## src/rtl/ub_skew_read_sequencer.sv

```systemverilog
// rtl/ub_skew_read_sequencer.sv - diagonal-wavefront tile read sequencer for unified buffer port one
// One command reads NumRows rows from every bank, each bank lagging the previous one by a cycle.
module ub_skew_read_sequencer #(
  parameter int NUM_BANKS  = 16,
  parameter int BANK_DEPTH = 4096,
  localparam int ROW_BITS  = $clog2(BANK_DEPTH)
) (
  input  logic                               i_clk,
  input  logic                               i_async_rst_n,
  input  logic                               i_sync_rst,
  input  logic                               i_en,
  input  logic                               i_start,
  input  logic [ROW_BITS-1:0]                i_base_address,
  input  logic [ROW_BITS:0]                  i_num_rows,
  input  logic                               i_stall,
  output logic                               o_busy,
  output logic                               o_done,
  output logic [NUM_BANKS-1:0]               o_read_valid,
  output logic [NUM_BANKS-1:0][ROW_BITS-1:0] o_read_address,
  output logic [NUM_BANKS-1:0]               o_data_valid
);

  localparam int CW = ROW_BITS + 1 + $clog2(NUM_BANKS + 1);

  typedef enum logic [1:0] {S_IDLE, S_RUN, S_FLUSH} state_t;

  state_t                             r_state, w_state_nxt;
  logic [CW-1:0]                      r_c, w_c_nxt;
  logic [ROW_BITS-1:0]                r_base, w_base_nxt;
  logic [ROW_BITS:0]                  r_num, w_num_nxt;
  logic                               r_done, w_done_nxt;
  logic [NUM_BANKS-1:0]               r_rv, w_rv_nxt;
  logic [NUM_BANKS-1:0][ROW_BITS-1:0] r_ra, w_ra_nxt;
  logic [NUM_BANKS-1:0]               r_dv;
  logic                               w_last;

  // Last wavefront position: the final bank issues its final row.
  assign w_last = (r_c == (CW'(r_num) + CW'(NUM_BANKS - 2)));

  always_comb begin
    w_state_nxt = r_state;
    w_c_nxt     = r_c;
    w_base_nxt  = r_base;
    w_num_nxt   = r_num;
    w_done_nxt  = 1'b0;
    w_rv_nxt    = '0;
    w_ra_nxt    = r_ra;
    case (r_state)
      S_IDLE: begin
        if (i_start) begin
          if (i_num_rows == '0) begin
            w_done_nxt = 1'b1;
          end else begin
            w_state_nxt = S_RUN;
            w_c_nxt     = '0;
            w_base_nxt  = i_base_address;
            w_num_nxt   = i_num_rows;
          end
        end
      end
      S_RUN: begin
        if (!i_stall) begin
          for (int b = 0; b < NUM_BANKS; b++) begin
            w_rv_nxt[b] = (r_c >= CW'(b)) && (r_c < (CW'(b) + CW'(r_num)));
            w_ra_nxt[b] = r_base + ROW_BITS'(r_c) - ROW_BITS'(b);
          end
          w_c_nxt = r_c + 1'b1;
          if (w_last) begin
            w_state_nxt = S_FLUSH;
          end
        end
      end
      S_FLUSH: begin
        w_state_nxt = S_IDLE;
        w_done_nxt  = 1'b1;
      end
      default: begin
        w_state_nxt = S_IDLE;
      end
    endcase
  end

  always_ff @(posedge i_clk or negedge i_async_rst_n) begin
    if (!i_async_rst_n) begin
      r_state <= S_IDLE;
      r_c     <= '0;
      r_base  <= '0;
      r_num   <= '0;
      r_done  <= 1'b0;
      r_rv    <= '0;
      r_ra    <= '0;
      r_dv    <= '0;
    end else if (i_en) begin
      if (i_sync_rst) begin
        r_state <= S_IDLE;
        r_c     <= '0;
        r_base  <= '0;
        r_num   <= '0;
        r_done  <= 1'b0;
        r_rv    <= '0;
        r_ra    <= '0;
        r_dv    <= '0;
      end else begin
        r_state <= w_state_nxt;
        r_c     <= w_c_nxt;
        r_base  <= w_base_nxt;
        r_num   <= w_num_nxt;
        r_done  <= w_done_nxt;
        r_rv    <= w_rv_nxt;
        r_ra    <= w_ra_nxt;
        // UB read latency is one enabled cycle, so data lands one cycle after the request.
        r_dv    <= r_rv;
      end
    end
  end

  assign o_busy         = (r_state != S_IDLE);
  assign o_done         = r_done;
  assign o_read_valid   = r_rv;
  assign o_read_address = r_ra;
  assign o_data_valid   = r_dv;

endmodule

```

## config.mk

```make
export PLATFORM = sky130hd
export DESIGN_NAME = ub_skew_read_sequencer
export DESIGN_NICKNAME = d
export VERILOG_FILES = /design/src/rtl/ub_skew_read_sequencer.sv
export SDC_FILE = /design/constraint.sdc
export NUM_CORES = 1
export LEC_CHECK = 0
export BUFFER_PORTS_ARGS = -buffer_cell sky130_fd_sc_hd__clkbuf_2
export CAP_MARGIN = 0
export CORE_MARGIN = 1.5
export CORE_UTILIZATION = 45
export DETAILED_ROUTE_END_ITERATION = 7
export PLACE_DENSITY = 0.68
export REMOVE_ABC_BUFFERS = 1
export SYNTH_ARGS = -nofsm -noshare
export SYNTH_HDL_FRONTEND = slang
export SYNTH_SLANG_ARGS = --single-unit
```

## constraint.sdc

```tcl
create_clock -name i_clk -period 6.2 [get_ports i_clk]
set_clock_uncertainty 0.05 [all_clocks]
set_input_delay 1.24 -clock i_clk [delete_from_list [all_inputs] [get_ports i_clk]]
set_output_delay 1.24 -clock i_clk [all_outputs]
set_load 0.02 [all_outputs]
```

* Word level (Yosys, flattened, before mapping)
Cells that the tools add are included.
Cells by class: divide/modulo/power cells 0, muxes and demuxes 30, multipliers 0, $add $sub $neg 32, reductions and logical operators 27, equality and inequality tests 9, shift-type cells 0, bitwise operators 0, magnitude comparators 32
Operators with widths (count):
- $mux 192 | 3
- $lt 18x14->1 | 15
- $ge 18x4->1 const B | 8
- $add 4x13->14 const A | 8
- $sub 12x4->12 const B | 8
- $ge 18x3->1 const B | 4
- $mux 18 | 4
- $mux 16 | 4
- $add 3x13->14 const A | 4
- $mux 13 | 4
- $mux 12 | 4
- $sub 12x3->12 const B | 4
- $ge 18x1->1 const B | 2
- $ge 18x2->1 const B | 2
- $pmux 18 s2 | 1
- $add 2x13->14 const A | 2
- $sub 12x2->12 const B | 2
- $add 18x1->18 const B | 1
- $eq 18x18->1 | 1
- $lt 18x13->1 | 1
- $logic_and 1x1->1 | 16
- $add 1x13->14 const A | 1
- $logic_not 13->1 | 1
- $add 12x12->12 | 1
- 15 further kinds | 29
Storage, ports and cells: memory bits (writable) 0, output and inout port bits 226, input port bits 31, bits in registers 270, logic and storage cells 153, ROM bits 0, bits in latches 0, memories 0

* Longest topological paths before layout
Gate-level depths: netlist (run 1).
word-level depth 6, mapped depth 19, depth with buffers taken out 15

* Least setup slack after synthesis (run 1)
No wires, ideal clock.
path type register -> register, from register r_c[1], to register r_ra, in the netlist o_read_address[59], library setup time 0.126 ns, path slack 1.827 ns, buffers on the path 7, clock period less this slack 4.373 ns, cell stages (with the launch flop) 20, required time 6.024 ns, data arrival time 4.197 ns, path through dfrtp_1 > clkbuf_1 > inv_1 > fa_1 > nor2b_1 > o21a_1 > or3_1 > and2_1 > buf_2 > buf_1 > buf_2 > inv_1 > ha_1 > clkbuf_1 > and2_4 > buf_6 > and4b_1 > buf_6 > and3_1 > a221o_1
On the way: longest elaborated chain between the ends 5
RTL lines:
- start: declaration | RTL line 28 | logic [CW-1:0] r_c, w_c_nxt;
- start signal: assignment | RTL line 105 | r_c <= w_c_nxt;
- $add 12x12->12 | RTL line 65 | w_ra_nxt[b] = r_base + ROW_BITS'(r_c) - ROW_BITS'(b);
- $sub 12x3->12 | RTL line 65
- $mux 192 | RTL line 62 | if (!i_stall) begin
- $mux 192 | RTL line 48 | case (r_state)
- $mux 192 | RTL line 94 | if (i_sync_rst) begin
- end signal: assignment | RTL line 110 | r_ra <= w_ra_nxt;
- end: declaration | RTL line 33 | logic [NUM_BANKS-1:0][ROW_BITS-1:0] r_ra, w_ra_nxt;
Every way passes these cells. The select of a mux whose other input is x is not followed. A chain may end at the register's enable or synchronous reset.

* Worst setup path after layout (run 1)
from register r_c[1], to register r_ra, in the netlist o_read_address[93]
The elaborated chain is that of the path after synthesis.

==> metrics.md, run 1 <==
| Metric | Value |
|---|---|
| Inserted Clock Buffers | `28` |
| Post-synthesis xor/xnor area fraction | `between 10% and 20%` |
| Pwr dens | `267 nW/um^2` |
| M2 GR Usage | `between 40 and 50%` |
| Commonest cells in the netlist | `nand2_1, dfrtp_1, ha_1, xnor2_1, o21ai_0` |
| Clk_lat worst skew | `approximately 0.58 ns` |
| Critical Path Start Type | `flop` |
| Total track usage | `about 29%` |
| Mapped cell area | `between 15000 and 20000 sq um` |
| GR Layer Usage met3 | `between 4 and 5%` |
| CTS tree | `yes` |
| Minimum clock period | `4.44 ns` |
| Layout cells sized above 1 | `between 15 and 20%` |
| Complex-gate fraction of the synthesized area | `roughly 18%` |
| Most used routing layer | `met2` |
| Hold_buf cts | `0` |
| Final ANT Viol Nets | `0` |
| Max Cap Viol | `0` |
| Routed Wire Length | `approximately 60 mm` |
| Setup crit start | `r_c[1]` |
| Area leader, netlist | `dfrtp_1` |
| Seq/Total Area, Yosys | `32.3%` |
| Die ar. | `about 42000 sq um` |
| # port buffers | `between 200 and 300` |
| Ys Warns | `0` |
| Drt drc | `0` |
| Syn_area_per_cell | `around 9 sq um` |
| First DRT Iteration DRCs | `around 1.1k` |
| M1 GR Usage | `~37%` |
| Chip width | `slightly above 200 um` |
| Fillers | `about 3.7k` |
| Hold Vio Cnt, Final | `0` |
| Max Slew Vio Count | `0` |
| Main combinational cell family by area after synthesis | `compound AO/OA/AOI/OAI gates` |
| # H-tree levels | `1` |
| Area Growth Syn to Fin | `14.6%` |
| Clock slew at reported path FFs | `0.06 ns` |
| First-pass GRT wire length | `between 90 and 100 mm` |
| Leak | `between 10 and 15 nW` |
| Post-synth EDFFs | `0` |
| Crit path required time | `between 6 and 7 ns` |
| Top post-synthesis cells by area | `dfrtp_1, ha_1, xnor2_1` |
| Antenna violations before repair | `1` |
| Hold WS | `between 0.4 and 0.5 ns` |
| Clk root buf | `clkbuf_16` |
| Critical Path Fanout Max | `28` |
| Distinct cells, synth | `just over 80` |
| RSZ-0062 raised after global routing | `no` |
| Post-Syn Instances | `2050` |
| Layout Nets | `roughly 2.5k` |
| Max Root-Sink Buffers | `3` |
| Starting density of the core | `a little under half` |
| Hold Path Origin | `o_read_address[30]` |
| Setup crit end kind | `flop` |
| Worst Tran Pin Value | `about 1.3 ns` |
| Drt pass-1 iters | `5` |
| Post-DR wirelength/cell | `approximately 22 um` |
| Largest net degree at the start of global routing | `159` |
| DR vias/cell | `between 5 and 6` |
| Final setup violation count | `0` |
| Simple-Gate Fraction of Synth Area | `between 10% and 20%` |
| Async S/R FF share, synth | `between 90% and 100%` |
| Post-CTS Setup Bufs | `0` |
| Resized cells post-CTS | `0` |
| Worst setup path category | `flop to flop` |
| Post-DP HPWL | `roughly 43 mm` |
| Worst reg2reg startpoint | `r_c[1]` |
| Power consumption | `between 5 and 6 mW` |
| Vias in the first global route | `16.1k` |
| Top-area cell type share of the netlist area | `about 32%` |
| DR vias | `between 15k and 20k` |
| F_max | `roughly 0.22 GHz` |
| Max_slew headroom | `about 16%` |
| Antenna cells | `0` |
| Clock sink count | `roughly 240` |
| Die height | `204 um` |
| Row count | `73` |
| Yosys reg bits | `236` |
| Adder-cell area share of the yosys netlist | `16.3%` |
| Status | `completed` |
| Hold Crit Class | `flop to flop` |
| Main synth FF type | `dfrtp_1` |
| Arr. time, crit path | `between 4 and 5 ns` |
| Placer's final routability congestion estimate | `0.968` |
| Max VDD drop | `roughly 0.24 mV` |
| Final period util | `slightly above 70%` |
| Grt total ovfl | `0` |
| Core ar. | `39900 sq um` |
| Final design utilization | `a little over half` |
| # IOs | `about 260` |
| Most frequent cell after synthesis | `nand2_1` |
| Mux share of post-synthesis cell area | `less than 1%` |
## worst max-delay path, stage by stage (launching register included)
cell	delay, ns
dfrtp_1	0.79
inv_1	0.23
fa_1	0.50
nor2b_1	0.21
o21a_1	0.15
or3_1	0.13
and2_1	0.13
buf_4	0.38
inv_1	0.18
ha_1	0.34
nand2_1	0.21
o21ai_0	0.17
nor3_1	0.39
nand2_1	0.13
xor2_1	0.19
o21ai_0	0.17
## cell families after synthesis
| family | Yosys count |
|---|---|
| AOI/OAI and AO/OA | 500 |
| xor gates and xnor gates | 255 |
| adders and majority gates | 237 |
| buffers and inverters | 213 |
| DFF | 236 |
| muxes | 2 |
| and+or+nand+nor | 607 |
## where the power goes
part	total, mW	switching (mW)	internal [mW]
Combinational	1.92	1.24	0.678
Clock	1.85	0.708	1.14
Sequential	1.81	0.136	1.68
## registers in the layout (all words and copies together) (netlist names)
name / flops
o_data_valid: 16
o_done: 1
o_read_address: 158
o_read_valid: 16
r_base: 12
r_c: 18
r_num: 13
r_state: 2
## worst paths after layout
| check | to | slack, ns | cells past startpoint |
|---|---|---|---|
| min reg2reg | o_read_address[30] | 0.43 | 2 |
| min | o_read_address[30] | 0.43 | 2 |
| max | o_read_address[93] | 1.76 | 15 |
| min in group asynchronous | o_read_address[138] | 0.71 | 1 |
| max in group asynchronous | o_read_valid[11] | 4.13 | 2 |
| max reg2reg | o_read_address[93] | 1.76 | 15 |
## placed cells by master (no fill, tap or decap), types with 43 or more instances in the layout
cell / count
nand2_1: 282
clkbuf_2: 255
ha_1: 236
dfrtp_1: 236
xnor2_1: 181
o21ai_0: 180
nor2_1: 121
a21oi_1: 81
xor2_1: 69
inv_1: 59
a21o_1: 49
nand3_1: 45
buf_4: 43
## cell type report
class	instances	area [sq um]	share of cell area, %
well taps	525	657	3.14
flip-flops and latches	236	5910	28.2
clock buffers	37	785	3.75
multi-input cells	1601	11400	54.6
inverters	67	251	1.20
repair buffers	301	1650	7.90
clock inverters	15	253	1.21
## per-layer routing
layer | vias to the layer above | wire length, um
met3 | 137 | 4340
met2 | 716 | 28700
met1 | 8012 | 25000
li1 | 7522 | -
met5 | - | 13
met4 | 2 | 2320
## per-stage QoR
stage               setup slack (ns)  instance area (sq um)  setup TNS [ns]  std cells
CTS                             1.84                  20900               0       2782
global placement                1.91                  19900               0       2730
finish                          1.76                  20900               0       2782
floorplan                      -1.04                  17500         -117.15       1904
global route                    1.41                  20900               0       2782
detailed placement              1.84                  19900               0       2730
(Power assumes the default switching activity.)
==> inputs of run 2 (changes only) <==
clock period = 4.1 ns   (was 6.2 ns; I/O delays follow)
==> run 2 against run 1 <==
Compared with the run above: final area increased by 1.2%; global-route usage up 0.066 points; die area is the same; largest cell class unchanged; hold slack worse by 0.29 ns; fmax grew 10%; sequential power increased by 50%; combinational power is 55% higher; clock-buffer cell count up 1; non-clock buffer count rose by 41.
==> metrics.md, run 2 (same netlist as run 1, synthesis figures left out) <==
| Metric | Value |
|---|---|
| First DRT Iteration DRCs | `roughly 1.3k` |
| Leak | `between 10 and 15 nW` |
| Setup TNS Final | `0 ns` |
| Worst setup path category | `flop to flop` |
| Post-DP HPWL | `around 44 mm` |
| Antenna violations before repair | `3` |
| Max VDD drop | `about 0.32 mV` |
| # IOs | `roughly 260` |
| Hold WS | `approximately 0.14 ns` |
| Grt total ovfl | `0` |
| DR vias | `16.5k` |
| Layout Cells excl Fill | `approximately 2.8k` |
| Number of flip-flops under the largest register name | `158` |
| Post-CTS Setup Bufs | `0` |
| Max Cap Viol | `0` |
| DP Cell Count | `about 2.8k` |
| Hold_buf cts | `0` |
| Max Slew Vio Count | `0` |
| Critical Path Fanout Max | `11` |
| Drt drc | `0` |
| Critical Path Start Type | `flop` |
| Layout cells sized above 1 | `between 10% and 20%` |
| Final setup violation count | `0` |
| Max_slew headroom | `27.3%` |
| Drt pass-1 iters | `6` |
| # H-tree levels | `1` |
| Clock sink count | `about 240` |
| Hold Crit Class | `input port to async pin` |
| Setup crit end kind | `flop` |
| Reg2reg path depth | `12` |
| Crit path required time | `4.55 ns` |
| R2R Setup Slk | `~0.067 ns` |
| Final ANT Viol Nets | `0` |
| R2r endpoint | `o_read_valid[8]` |
| Area Growth Syn to Fin | `16.0%` |
| Die ar. | `approximately 42000 sq um` |
| Final period util | `between 90% and 100%` |
| Worst Tran Pin Value | `around 1.1 ns` |
| Layout Nets | `2544` |
| Starting density of the core | `roughly 46%` |
| Resized cells post-CTS | `0` |
| F_max | `about 0.25 GHz` |
| Pwr dens | `about 400 nW/um^2` |
| Total track usage | `around 29%` |
| Status | `completed` |
| Most frequent cells in the layout | `nand2_1, clkbuf_2, ha_1, dfrtp_1, xnor2_1` |
| # port buffers | `between 200 and 300` |
| Post-DR wirelength/cell | `21.5 um` |
| Minimum clock period | `a little over 4 ns` |
| Core ar. | `39900 sq um` |
| Vias in the first global route | `~16k` |
| RSZ-0062 raised after global routing | `no` |
| Clk_lat worst skew | `just under 0.6 ns` |
| Worst reg2reg startpoint | `r_num[7]` |
| Row count | `73` |
| Clk root buf | `clkbuf_16` |
| Largest net degree at the start of global routing | `about 160` |
| Routed Wire Length | `just over 60 mm` |
| Max Root-Sink Buffers | `3` |
| Placer's final routability congestion estimate | `between 0.9 and 1` |
| Hold Vio Cnt, Final | `0` |
| DR vias/cell | `a little under 6` |
| Commonest non-fill, non-tap cell in the layout | `nand2_1` |
| Clock slew at reported path FFs | `approximately 0.060 ns` |
| Inserted Clock Buffers | `28` |
| First-pass GRT wire length | `roughly 93 mm` |
| Arr. time, crit path | `roughly 4.5 ns` |
| Chip width | `204 um` |
| CTS tree | `yes` |
| Die height | `204 um` |
[run 2: routing by layer]
layer	track usage [%]	vias up	routed length, um
li1	-	7587	-
met1	37.9	7997	25800
met2	48.2	751	28600
met3	4.02	139	4310
met4	10.1	4	2080
met5	0	-	27
[run 2: stage by stage]
| step | power (mW) | worst slack (ns) | util [%] | instance area (sq um) |
|---|---|---|---|---|
| after floorplan | 4.66 | -2.72 | - | 17500 |
| after detailed placement | 5.70 | 0.233 | 50.6 | 20200 |
| after CTS | 8.37 | 0.231 | 53.1 | 21200 |
| after global routing | 8.79 | 0.0167 | 53.1 | 21200 |
| after global placement | 5.65 | 0.324 | 50.6 | 20200 |
| final | 8.33 | 0.0674 | 53.1 | 21200 |
[run 2: worst max-delay path: stages (launching register included)]
cell and delay, ns:
dfrtp_1 0.71, nand2_1 0.41, nor2_1 0.19, buf_4 0.15, nand3_1 0.07, buf_4 0.22, nor2_1 0.13, xnor2_1 0.13
ha_1 0.26, a21o_1 0.17, a2111oi_1 0.82, o211ai_1 0.42, nand3_1 0.21
[run 2: how the worst max path moves through the flow]
stage / startpoint / endpoint / slack (ns) / cells past startpoint
after floorplan: i_stall / o_read_address[106] / -2.72 / 4
after global placement: r_num[7] / o_read_valid[8] / 0.32 / 12
after detailed placement: r_num[7] / o_read_valid[8] / 0.23 / 12
after CTS: r_num[7] / o_read_valid[8] / 0.23 / 12
after global routing: r_num[7] / o_read_valid[8] / 0.02 / 12
final: r_num[7] / o_read_valid[8] / 0.07 / 12
[run 2: power breakdown]
group | switching (mW) | internal (mW) | leakage (nW)
registers | 0.188 | 2.54 | 3.24
logic | 1.89 | 1.07 | 6.77
clock network | 1.07 | 1.57 | 0.470
[run 2: layout make-up]
cell class                      count  area [sq um]
Inverter                           67           251
Clock buffer                       38           808
Sequential cell                   236          5910
Multi-Input combinational cell   1601         11400
Antenna cell                        1          2.50
Fill cell                        3678         18700
Tap cell                          525           657
Clock inverter                     10           166
Timing Repair Buffer              342          1960
